$ cat config.mk
export PLATFORM = sky130hd
export DESIGN_NAME = poly_sub_stream
export DESIGN_NICKNAME = d
export VERILOG_FILES = /design/src/rtl/poly_sub_stream_pkg.sv /design/src/rtl/poly_mod_diff.sv /design/src/rtl/poly_sub_stream.sv
export SDC_FILE = /design/constraint.sdc
export NUM_CORES = 1
export LEC_CHECK = 0
export ABC_AREA = 1
export BUFFER_PORTS_ARGS = -buffer_cell sky130_fd_sc_hd__buf_2
export CAP_MARGIN = 20
export CORE_MARGIN = 5
export CORE_UTILIZATION = 51
export CTS_CLUSTER_DIAMETER = 100
export DETAILED_ROUTE_END_ITERATION = 6
export PLACE_DENSITY = 0.88
export SETUP_SLACK_MARGIN = 0.3
export SLEW_MARGIN = 5
export SYNTH_ARGS = -nofsm -noshare
export SYNTH_HDL_FRONTEND = slang
export SYNTH_SLANG_ARGS = --single-unit
$ cat constraint.sdc
create_clock -name clk -period 1.48 [get_ports clk]
set_input_delay 0.148 -clock clk [delete_from_list [all_inputs] [get_ports clk]]
set_output_delay 0.148 -clock clk [all_outputs]
set_load 0.05 [all_outputs]
$ cat src/rtl/poly_sub_stream_pkg.sv
// Shared Kyber constants and controller state encoding for the poly subtract stream.
package poly_sub_stream_pkg;
  localparam int KYBER_Q    = 3329;
  localparam int KYBER_N    = 256;
  localparam int COEF_W     = 12;
  localparam int POLY_ADDRW = 8;

  typedef enum logic [1:0] {
    IDLE  = 2'd0,
    ISSUE = 2'd1,
    DRAIN = 2'd2,
    FIN   = 2'd3
  } state_t;
endpackage

$ cat src/rtl/poly_mod_diff.sv
// 3-stage modular subtract: y = (a - b) mod KYBER_Q, two guard bits internally.
module poly_mod_diff
  import poly_sub_stream_pkg::*;
#(
  parameter int WIDTH = COEF_W
) (
  input  logic             clk,
  input  logic             rst,
  input  logic [WIDTH-1:0] a,
  input  logic [WIDTH-1:0] b,
  output logic [WIDTH-1:0] y
);
  localparam int IW = WIDTH + 2;
  localparam logic signed [IW-1:0] Q = IW'(KYBER_Q);

  logic signed [IW-1:0] s1, s2;
  logic [WIDTH-1:0]     s3;

  always_ff @(posedge clk) begin
    if (!rst) begin
      s1 <= '0;
      s2 <= '0;
      s3 <= '0;
    end else begin
      s1 <= $signed({2'b00, a}) - $signed({2'b00, b});
      s2 <= s1[IW-1] ? s1 + Q : s1;
      // only reachable for out-of-range operands; keeps the result bounded
      s3 <= (s2 >= Q) ? WIDTH'(s2 - Q) : WIDTH'(s2);
    end
  end

  assign y = s3;
endmodule

$ cat src/rtl/poly_sub_stream.sv
// Streams NCOEF coefficient pairs through poly_mod_diff and writes (a - b) mod q back in order.
module poly_sub_stream
  import poly_sub_stream_pkg::*;
#(
  parameter int WIDTH = COEF_W,
  parameter int ADDRW = POLY_ADDRW,
  parameter int NCOEF = KYBER_N
) (
  input  logic             clk,
  input  logic             rst,
  input  logic             start,
  output logic             busy,
  output logic             done,
  output logic             rd_en,
  output logic [ADDRW-1:0] rd_addr,
  input  logic [WIDTH-1:0] rd_a,
  input  logic [WIDTH-1:0] rd_b,
  output logic             wr_en,
  output logic [ADDRW-1:0] wr_addr,
  output logic [WIDTH-1:0] wr_data
);
  localparam int PIPE_LAT = 3;
  // vld_pipe[0] marks data arriving from the buffers; the top bit is the write strobe
  localparam int STAGES = PIPE_LAT + 1;
  localparam logic [ADDRW-1:0] LAST = ADDRW'(NCOEF - 1);

  state_t           state, state_nxt;
  logic [ADDRW-1:0] rd_cnt, wr_cnt;
  logic [STAGES:0]  vld_pipe;
  logic [WIDTH-1:0] diff;
  logic [WIDTH-1:0] wr_data_q;

  always_ff @(posedge clk) begin
    if (!rst) state <= IDLE;
    else      state <= state_nxt;
  end

  always_comb begin
    state_nxt = state;
    case (state)
      IDLE:    if (start) state_nxt = ISSUE;
      ISSUE:   if (rd_cnt == LAST) state_nxt = DRAIN;
      DRAIN:   if (wr_en && wr_cnt == LAST) state_nxt = FIN;
      FIN:     state_nxt = IDLE;
      default: state_nxt = IDLE;
    endcase
  end

  assign rd_en = (state == ISSUE);
  assign busy  = (state != IDLE);
  assign done  = (state == FIN);

  always_ff @(posedge clk) begin
    if (!rst) begin
      rd_cnt    <= '0;
      wr_cnt    <= '0;
      vld_pipe  <= '0;
      wr_data_q <= '0;
    end else begin
      vld_pipe <= {vld_pipe[STAGES-1:0], rd_en};
      if (rd_en)              rd_cnt    <= rd_cnt + ADDRW'(1);
      if (wr_en)              wr_cnt    <= wr_cnt + ADDRW'(1);
      if (vld_pipe[STAGES-1]) wr_data_q <= diff;
    end
  end

  poly_mod_diff #(.WIDTH(WIDTH)) u_diff (
    .clk (clk),
    .rst (rst),
    .a   (rd_a),
    .b   (rd_b),
    .y   (diff)
  );

  assign rd_addr = rd_cnt;
  assign wr_en   = vld_pipe[STAGES];
  assign wr_addr = wr_cnt;
  assign wr_data = wr_data_q;
endmodule

==> results.md <==
- HP Class: input pin to flip-flop
- Yosys warnings: 0
- Initial antenna violation count: 0
- Multi-input gate area: 2489 um2
- Die Footprint: 9041 um2
- Hold Crit Depth: 3
- Area grow syn2layout: 47.92%
- Chip width: 95.09 um
- Status: complete, no violations
- Hold-critical path endpoint: u_diff.s1[0]$_SDFF_PN0_
- Initial core utilization: 0.5174
- PortBufs: 58
- Biggest area consumer among synthesized cells: dfxtp_1
- Die Y: 95.09 um
- Finish-stage setup viols: 0
- Critical Path End Type: flip-flop
- Final period utilization: 0.9557
- Max-Cap Viols: 0
- Fillers: 502
- RD Place Congestion: 0.9043
- Achievable Freq: 707.0 MHz
- Fin crit period: 1414 ps
- Drt first pass iters: 5
- First-pass GRT wire length: 14.90 mm
- CP delay by family, top: simple AND/OR/NAND/NOR gates
- DRC violations left: 0
- Synth Area in XOR/XNOR: 0.01898
- Yosys cell types: 28
- Antenna diodes: 0
- Hold Slack: 82.13 ps
- Max clock buf depth: 2
- Critical path type: flip-flop to flip-flop
- Pin count of the biggest net entering global routing: 27
- Cells after synthesis: 529
- Drt initial violations: 159
- Synth Area in Compound Gates: 0.1278
- CP Cell Sequence: inv_4 > ha_4 > nand3_4 > nand3_2 > nand3_2 > nand2_4 > buf_6 > nand3_1 > a21oi_2
- Synthesized area per cell: 6.980 um2
- Critical path's slowest cell: dfxtp_4
- Adder-cell share of the synthesized area: 0.07997
- Clock sinks: 74
- Total power: 6.157 mW
- CTS H-tree depth: 3
- Worst setup margin: 65.54 ps
- Reg2Reg Depth: 9
- Post-route ant nets: 0
- Core region area: 7137 um2
- Buf+Inv Stages, Crit Path: 2
- GRT Total Usage: 0.2076
- Synth Net Count: 579
- Top cells by area, synth: dfxtp_1, nand2_1, nor2_1
- Leakage power: 2.525 nW
- Clock Latency Late Sink: 350 ps
- Crit path top cell by count: nand3_2
- Num rows: 31
- Cell area power density: 1127 nW/um2
- Final wirelength: 10.29 mm
- FF+latch area: 1565 um2
- R2r endpoint: u_diff.y[5]$_SDFF_PN0_
- Final nets: 688
- Vias in the first global route: 3523
- Register clock-pin slew on the reported worst setup and hold paths: 70 ps
- Startpoint types: flip-flop
- CTS tree: done
- Clk_skew: 8.648 ps
- Half-perimeter wire length after placement: 5.987 mm
- Critical Path AT: 1690 ps
- Max incr delay on CP: 370 ps
- Register area share after synthesis: 0.4012
- Worst vdd ir: 0.001045 V
- Congestion Overflow GR: 0
- FF-to-FF setup slack: 70 ps
- RSZ-0062 raised after global routing: yes
- Relative max-transition margin: 0.7850
- Vias: 3832
- Max Slew Vio Count: 0
- Least-Margin Pin Slew: 322.1 ps
- CP required: 1750 ps
- Seq cells post-synth: 74
- Number of buffers created by CTS: 9
- Worst-path fanout max: 5
- Via density: 5.171
- Root Buffer: clkbuf_8
- Ports: 59
- Post-DR wirelength/cell: 13.89 um
- Endpoints failing hold: 0
- Share of layout cells above drive strength 1: 0.4221
- Synth Area in Simple Gates: 0.2863
- Post-Place Setup Slack: -71.09 ps
- Worst reg2reg startpoint: u_diff.s2[1]$_SDFF_PN0_
- Hold_sp: rd_b[0]
- Share of the synthesized area in the top cell type: 0.4012
- Main combinational cell family by area after synthesis: simple AND/OR/NAND/NOR gates
- Multiplexer share of the synthesized area: 0
- Post-Syn Area: 3692 um2
-- worst max-delay path by stage --
| stage | end | cells after the start | slack, ps | from |
|---|---|---|---|---|
| 6_report | u_diff.y[5]$_SDFF_PN0_ | 9 | 70 | u_diff.s2[1]$_SDFF_PN0_ |
| 3_3_place_gp | u_diff.s1[8]$_SDFF_PN0_ | 13 | -30 | rd_a[0] |
| 3_5_place_dp | u_diff.s1[8]$_SDFF_PN0_ | 14 | -70 | rd_a[0] |
| 2_1_floorplan | state[0]$_SDFFE_PN0P_ | 8 | 120 | rd_addr[0]$_SDFFE_PN0P_ |
| 4_1_cts | busy | 4 | 160 | state[1]$_SDFFE_PN0P_ |
| 5_1_grt | u_diff.y[5]$_SDFF_PN0_ | 8 | -20 | u_diff.s2[8]$_SDFF_PN0_ |
-- flip-flops by register name, indices dropped and copies added (netlist names) --
register,flops
u_diff.s1,13
vld_pipe,5
wr_data,12
u_diff.y,12
state,2
u_diff.s2,14
wr_addr,8
rd_addr,8
-- layer usage --
layer / wire (um) / GRT usage / vias up
met5: 0 / 0 / -
met4: 243 / 0.09135 / 0
met3: 464 / 0.05209 / 25
met2: 5515 / 0.3802 / 106
met1: 4070 / 0.2238 / 1779
li1: - / - / 1922
-- per-stage QoR --
| stage | setup TNS (ps) | utilization | instances | cell area [um2] |
|---|---|---|---|---|
| after detailed placement | -102.4 | 0.6148 | 688 | 4388 |
| after CTS | 0 | 0.7025 | 728 | 5014 |
| after global placement | -28.40 | 0.6148 | 688 | 4388 |
| final | 0 | 0.7653 | 741 | 5461 |
| after global routing | -34.96 | 0.7653 | 741 | 5461 |
| after floorplan | 0 | - | 529 | 3936 |
-- cells by family after synthesis --
family,count (synthesis)
buffers and inverters,79
DFF,74
and+or+nand+nor,256
xor gates and xnor gates,8
adders and majority gates,23
AOI/OAI and AO/OA,89
-- layout make-up --
cell class / count / share of cell area
Multi-Input combinational cell: 377 / 0.4557
Tap cell: 99 / 0.02268
Timing Repair Buffer: 110 / 0.1491
Clock inverter: 3 / 0.007331
Sequential cell: 74 / 0.2866
Clock buffer: 12 / 0.02657
Inverter: 66 / 0.05200
-- tightest hold or removal path: stages --
cell and delay (ps):
buf_2 100, ha_4 120, nor2_1 30
-- where the power goes --
group	switching [mW]	total [mW]	internal [mW]	leakage [nW]
sequential	0.208	2.41	2.20	0.624
clock	0.689	1.50	0.811	0.0962
combinational	1.29	2.25	0.961	1.81
total	2.18	6.16	3.97	2.53
-- layout by cell type (no fill, tap or decap), drive strengths merged, types with 4 or more instances in the layout --
cell type,Yosys,final
xor2,5,5
buf,4,107
dfxtp,74,74
nand3,38,38
o21ai,35,35
nor3,10,10
inv,66,65
nand2,106,107
a21oi,42,42
clkbuf,9,15
o21a,4,4
ha,22,22
nor2,96,96
-- cell usage after synthesis, drive strengths merged --
library cell	n
a21o	1
nand2	106
nand3b	1
dfxtp	74
o21ai	35
o21bai	3
nand3	38
fa	1
xnor2	3
a21oi	42
buf	4
nor4	1
clkbuf	9
o22ai	1
o21a	4
inv	66
nand4	3
and3	1
nor2	96
ha	22
nor3	10
a31oi	2
xor2	5
o211ai	1
-- timing repair --
item	in CTS	in global routing
cloned	3	0
endpoints found under the setup margin	27	58
setup buffers	22	13
resized for setup	69	100
hold buffers	0	0
pin swaps	32	32
Power figures use the tool's default switching activity.
